File: src/rtl/hilo_muldiv_unit.sv
// rtl/hilo_muldiv_unit.sv - iterative unsigned MULTU/DIVU unit owning the HI/LO registers
module hilo_muldiv_unit #(
  parameter int WIDTH = 32
) (
  input  logic             clk,
  input  logic             rst_n,
  input  logic             start_mul,
  input  logic             start_div,
  input  logic [WIDTH-1:0] op_a,
  input  logic [WIDTH-1:0] op_b,
  input  logic [1:0]       lh_sel,
  output logic [WIDTH-1:0] lh_out,
  output logic [WIDTH-1:0] hi,
  output logic [WIDTH-1:0] lo,
  output logic             busy,
  output logic             done,
  output logic             div_by_zero
);

  localparam int CW = $clog2(WIDTH);

  typedef enum logic [1:0] {
    IDLE = 2'd0,
    MUL  = 2'd1,
    DIV  = 2'd2
  } state_t;

  state_t           state_q, state_d;
  logic [CW-1:0]    cnt_q, cnt_d;
  logic [WIDTH:0]   acc_q, acc_d;
  logic [WIDTH-1:0] mcand_q, mcand_d;
  logic [WIDTH-1:0] sreg_q, sreg_d;
  logic [WIDTH-1:0] hi_q, hi_d;
  logic [WIDTH-1:0] lo_q, lo_d;
  logic             busy_q, busy_d;
  logic             done_q, done_d;
  logic             dbz_q, dbz_d;

  logic             last_iter;
  logic [WIDTH:0]   mul_sum;
  logic [WIDTH:0]   div_shift;
  logic [WIDTH+1:0] div_diff;
  logic             div_neg;
  logic [WIDTH:0]   div_rem;

  // Datapath for one iteration; the extra top bit of div_diff is the borrow of the trial subtract.
  always_comb begin
    last_iter = (cnt_q == CW'(WIDTH - 1));
    mul_sum   = acc_q + ({(WIDTH+1){sreg_q[0]}} & {1'b0, mcand_q});
    div_shift = {acc_q[WIDTH-1:0], sreg_q[WIDTH-1]};
    div_diff  = {1'b0, div_shift} - {2'b00, mcand_q};
    div_neg   = div_diff[WIDTH+1];
    div_rem   = div_neg ? div_shift : div_diff[WIDTH:0];
  end

  always_comb begin
    state_d = state_q;
    cnt_d   = cnt_q;
    acc_d   = acc_q;
    mcand_d = mcand_q;
    sreg_d  = sreg_q;
    hi_d    = hi_q;
    lo_d    = lo_q;
    busy_d  = busy_q;
    done_d  = 1'b0;
    dbz_d   = dbz_q;

    case (state_q)
      IDLE: begin
        if (start_mul) begin
          mcand_d = op_a;
          sreg_d  = op_b;
          acc_d   = '0;
          cnt_d   = '0;
          dbz_d   = 1'b0;
          busy_d  = 1'b1;
          state_d = MUL;
        end else if (start_div) begin
          mcand_d = op_b;
          sreg_d  = op_a;
          acc_d   = '0;
          cnt_d   = '0;
          dbz_d   = (op_b == '0);
          busy_d  = 1'b1;
          state_d = DIV;
        end
      end

      // {acc, sreg} shifts right as one 2*WIDTH register; product low bits enter from the top.
      MUL: begin
        acc_d  = {1'b0, mul_sum[WIDTH:1]};
        sreg_d = {mul_sum[0], sreg_q[WIDTH-1:1]};
        cnt_d  = cnt_q + 1'b1;
        if (last_iter) begin
          hi_d    = mul_sum[WIDTH:1];
          lo_d    = {mul_sum[0], sreg_q[WIDTH-1:1]};
          busy_d  = 1'b0;
          done_d  = 1'b1;
          state_d = IDLE;
        end
      end

      // sreg shifts dividend bits out of the top while quotient bits enter at the bottom.
      DIV: begin
        acc_d  = div_rem;
        sreg_d = {sreg_q[WIDTH-2:0], ~div_neg};
        cnt_d  = cnt_q + 1'b1;
        if (last_iter) begin
          hi_d    = div_rem[WIDTH-1:0];
          lo_d    = {sreg_q[WIDTH-2:0], ~div_neg};
          busy_d  = 1'b0;
          done_d  = 1'b1;
          state_d = IDLE;
        end
      end

      default: begin
        state_d = IDLE;
        busy_d  = 1'b0;
      end
    endcase
  end

  always_ff @(posedge clk or negedge rst_n) begin
    if (!rst_n) begin
      state_q <= IDLE;
      cnt_q   <= '0;
      acc_q   <= '0;
      mcand_q <= '0;
      sreg_q  <= '0;
      hi_q    <= '0;
      lo_q    <= '0;
      busy_q  <= 1'b0;
      done_q  <= 1'b0;
      dbz_q   <= 1'b0;
    end else begin
      state_q <= state_d;
      cnt_q   <= cnt_d;
      acc_q   <= acc_d;
      mcand_q <= mcand_d;
      sreg_q  <= sreg_d;
      hi_q    <= hi_d;
      lo_q    <= lo_d;
      busy_q  <= busy_d;
      done_q  <= done_d;
      dbz_q   <= dbz_d;
    end
  end

  always_comb begin
    lh_out = '0;
    case (lh_sel)
      2'b01:   lh_out = lo_q;
      2'b10:   lh_out = hi_q;
      default: lh_out = '0;
    endcase
  end

  assign hi          = hi_q;
  assign lo          = lo_q;
  assign busy        = busy_q;
  assign done        = done_q;
  assign div_by_zero = dbz_q;

endmodule

File: config.mk
export PLATFORM = sky130hd
export DESIGN_NAME = hilo_muldiv_unit
export DESIGN_NICKNAME = d
export VERILOG_FILES = /design/src/rtl/hilo_muldiv_unit.sv
export SDC_FILE = /design/constraint.sdc
export NUM_CORES = 1
export LEC_CHECK = 0
export BUFFER_PORTS_ARGS = -buffer_cell sky130_fd_sc_hd__buf_2
export CAP_MARGIN = 25
export CORE_MARGIN = 4
export CORE_UTILIZATION = 44
export CTS_CLUSTER_DIAMETER = 200
export CTS_CLUSTER_SIZE = 30
export DETAILED_ROUTE_END_ITERATION = 6
export RECOVER_POWER = 25
export REMOVE_ABC_BUFFERS = 1
export SETUP_SLACK_MARGIN = 0.05
export SKIP_CTS_REPAIR_TIMING = 1
export SLEW_MARGIN = 40
export SYNTH_ARGS = -nofsm -noshare
export SYNTH_HDL_FRONTEND = slang
export SYNTH_SLANG_ARGS = --single-unit
export TNS_END_PERCENT = 20
File: constraint.sdc
create_clock -name clk -period 3.7 [get_ports clk]
set_input_delay 0.555 -clock clk [delete_from_list [all_inputs] [get_ports clk]]
set_output_delay 0.555 -clock clk [all_outputs]
set_load 0.005 [all_outputs]
==> reports/metrics.yaml <==
yosys:
  postSynthCellCount: 1535
  synth_top_cell_by_area: "dfrtp_1"
  synth_area_per_cell_sq_um: 8.336
  ys_ff_latch: 171
  synth.distinct_cells: 64
  ys.flop_type: "dfrtp_1"
  synth.area.top_cells: "dfrtp_1 (33%), o21ai_0 (7.4%), ha_1 (6.9%), nand2_1 (6.2%), mux2i_1 (5.9%)"
  ys_async_sr_fraction_pct: 100.0
  synth_enable_flop_cells: 0
  syn_area_sq_mm: 0.01280
  yosysWarningCount: 0
  yosysSeqAreaShare_pct: 33.44
  yosysTopAreaCellShare_pct: 33.44
grt:
  grt-ovfl-total: 0
  track_usage_pct: 27.60
  grt_pass1_vias: 11460
  antenna_found_initial: 1
  grt_first_pass_wirelength_mm: 67.83
  grt_max_degree: 91
run_status:
  run_status: "complete, but fails checks"
  violations: "max-capacitance violations, max-slew violations"
timing:
  final-max-slew-violation-count: 44
  maxSlewHeadroom_pct: -74.57
  period_minus_slack_ns: 3.565
  tightest_slew_ns: 2.619
  clock_skew_ns: 0.02282
  fmax_mhz: 280.5
  rsz0062_at_grt: "yes"
  worst_slack_ns: 0.1351
  period_share_pct: 96.35
  final_hold_viol_count: 0
  setup_violations: 0
die:
  coreArea_sq_mm: 0.02870
  num_rows: 62
  die_h_um: 178.5
  die_x_um: 178.5
  start_util_pct: 44.58
  die-area_sq_mm: 0.03187
  ios: 169
worst_setup_path:
  path_cells: "inv_1, ha_1, nor2b_1, o2111ai_1, a31oi_2, o211ai_1, and3_4, o21ai_2, a2111oi_4, buf_4, buf_6, mux2_2, nand2_1, a21oi_1"
  path_class: "reg -> reg"
  r2r_end: "hi[20]$_DFFE_PN0P_"
  start_kind: "flop"
  worstPathBufferInverterCount: 3
  endpoint_kind: "flop"
  cp-startpoint: "mcand_q[1]$_DFFE_PN0P_"
  cpPeakStageDelay_ns: 0.42
  critPathSlowestCell: "a2111oi_4"
  r2r-start: "mcand_q[1]$_DFFE_PN0P_"
  worstPathArrival_ns: 3.89
  reg2reg_slack_ns: 0.14
  r2r_cells: 14
  required_ns: 4.03
  cp_top_family: "compound AO/OA/AOI/OAI gates"
  worstPathMaxFanout: 20
route:
  drc_errors: 0
  drt_iter0_markers: 1214
  routed_wl_mm: 44.50
  drt_first_pass_iters: 5
  vias: 12180
  wl_per_cell_um: 21.33
  vias_per_cell: 5.838
  ant_nets: 0
cts:
  htree_num_levels: 4
  cts_made_buffers: 17
  clk_path_buf_depth: 2
  cts_root_buf: "clkbuf_16"
  clk_pin_slew_ns: 0.07
  cts_tree: "built"
  insertion_delay_ns: 0.45
  cts_sinks: 171
place:
  pre_cts_ws_ns: 0.09052
  post-dp-hpwl_mm: 33.04
  io_buffers: 168
  gp_congestion: 0.9666
  place_inst: 2047
hold_path:
  min_to: "state_q[1]$_DFFE_PN0P_"
  min_path_type: "in -> reg"
  whs_path_depth: 3
  hp-start: "start_div"
cells_and_area:
  final_core_util_pct: 52.43
  final_nets: 1832
  drive_gt1_share_pct: 19.80
  diodes: 0
  area_growth_pct: 17.60
  fin_cells: 2086
  fill_cells: 2793
power_and_ir_drop:
  peakVddDrop_mv: 0.7389
  leakage_nw: 7.420
  power.density_cell_area_mw_per_mm2: 811.0
run:
  cap_viol_max_count: 1
==> flip-flops by register name, summed over array words and instances (netlist names) <==
signal and cells:
acc_q 33, done 1, busy 1, div_by_zero 1, hi 32, lo 32, mcand_q 32, sreg_q 32
cnt_q 5, state_q 2
==> per-stage QoR <==
| step | hold slack [ns] | setup TNS (ns) | cell area [sq um] | total power (W) |
|---|---|---|---|---|
| final | 0.3768 | 0 | 15050 | 0.01220 |
| after global routing | 0.4040 | -0.001468 | 15050 | 0.01310 |
| after CTS | 0.1914 | 0 | 14940 | 0.01200 |
| after detailed placement | 0.4765 | 0 | 14290 | 0.009931 |
| after global placement | 0.4771 | 0 | 14250 | 0.009882 |
| after floorplan | 0.2594 | -229.75 | 12410 | 0.007592 |
==> layout by cell type, fill, tap and decap left out, types with 5 or more instances in the layout <==
master	n
nand2_1	209
o21ai_0	189
dfrtp_1	170
buf_2	166
nor2_1	117
mux2i_1	75
a22oi_1	73
a21oi_1	72
ha_1	67
buf_4	54
inv_1	53
and2_1	46
mux2_2	44
a21o_1	38
xor2_1	28
xnor2_1	27
o221ai_1	20
and3_1	18
clkbuf_16	18
nand3_1	14
nand4_1	13
o21a_1	12
a31oi_1	11
nor2b_1	10
nand2b_1	9
o211ai_1	8
a221o_1	8
nor4_1	8
o21bai_1	6
a22o_1	6
a211o_1	5
nor3_1	5
a211oi_1	5
inv_6	5
==> worst max-delay path by stage <==
stage | end | cells past startpoint | slack [ns]
after global routing | acc_q[24]$_DFFE_PN0P_ | 14 | -0.001
after detailed placement | acc_q[28]$_DFFE_PN0P_ | 14 | 0.09
after floorplan | hi[30]$_DFFE_PN0P_ | 6 | -2.45
after global placement | acc_q[28]$_DFFE_PN0P_ | 14 | 0.09
after CTS | acc_q[28]$_DFFE_PN0P_ | 14 | 0.05
final | hi[20]$_DFFE_PN0P_ | 14 | 0.14
==> cells in the mapped netlist, types with 14 or more instances <==
| cell | count |
|---|---|
| a21o_1 | 38 |
| a21oi_1 | 74 |
| a22oi_1 | 73 |
| and2_1 | 46 |
| and3_1 | 18 |
| buf_1 | 17 |
| clkbuf_1 | 76 |
| dfrtp_1 | 171 |
| ha_1 | 71 |
| inv_1 | 53 |
| mux2_2 | 44 |
| mux2i_1 | 75 |
| nand2_1 | 210 |
| nand3_1 | 14 |
| nor2_1 | 118 |
| o21ai_0 | 189 |
| o221ai_1 | 20 |
| xnor2_1 | 27 |
| xor2_1 | 28 |
==> routing by layer <==
layer / share of wire, % / wire length (um) / track usage (%)
met1: 48 / 21280 / 41.71
met2: 43 / 19330 / 40.39
met3: 6.9 / 3074 / 5.574
met4: 1.8 / 814 / 6.748
met5: 0 / 0 / 0
==> worst min-delay path: cells and delay by family <==
| kind | cells | cell delay (ns) |
|---|---|---|
| simple gates | 1 | 0.05 |
| compound gates | 1 | 0.07 |
| buf+inv | 1 | 0.11 |
==> report_power, final <==
part           internal (W)  leakage [nW]  switching (W)
Clock               0.00119         0.319       0.000842
Sequential          0.00238          2.10       0.000690
Combinational       0.00277          5.00        0.00434
==> layout make-up <==
type                    count  area [sq um]  share of cell area (%)
repair buffers            233          1404                   9.329
clock buffers              19         452.9                   3.010
inverters                  53         198.9                   1.322
multi-input cells        1213          8033                   53.38
well taps                 384         480.5                   3.193
clock inverters            13         198.9                   1.322
flip-flops and latches    171          4280                   28.44
==> cell families (layout without fill, tap and decap cells) <==
logic type / count (synthesis) / after routing / share of synthesized area (%)
xor gates and xnor gates: 55 / 55 / 3.765
adders and majority gates: 73 / 73 / 7.255
DFF: 171 / 171 / 33.44
and+or+nand+nor: 468 / 468 / 16.45
AOI/OAI and AO/OA: 498 / 498 / 24.79
muxes: 119 / 119 / 9.739
buffers and inverters: 151 / 318 / 4.566
No activity file was read; power rests on OpenSTA's default activity.
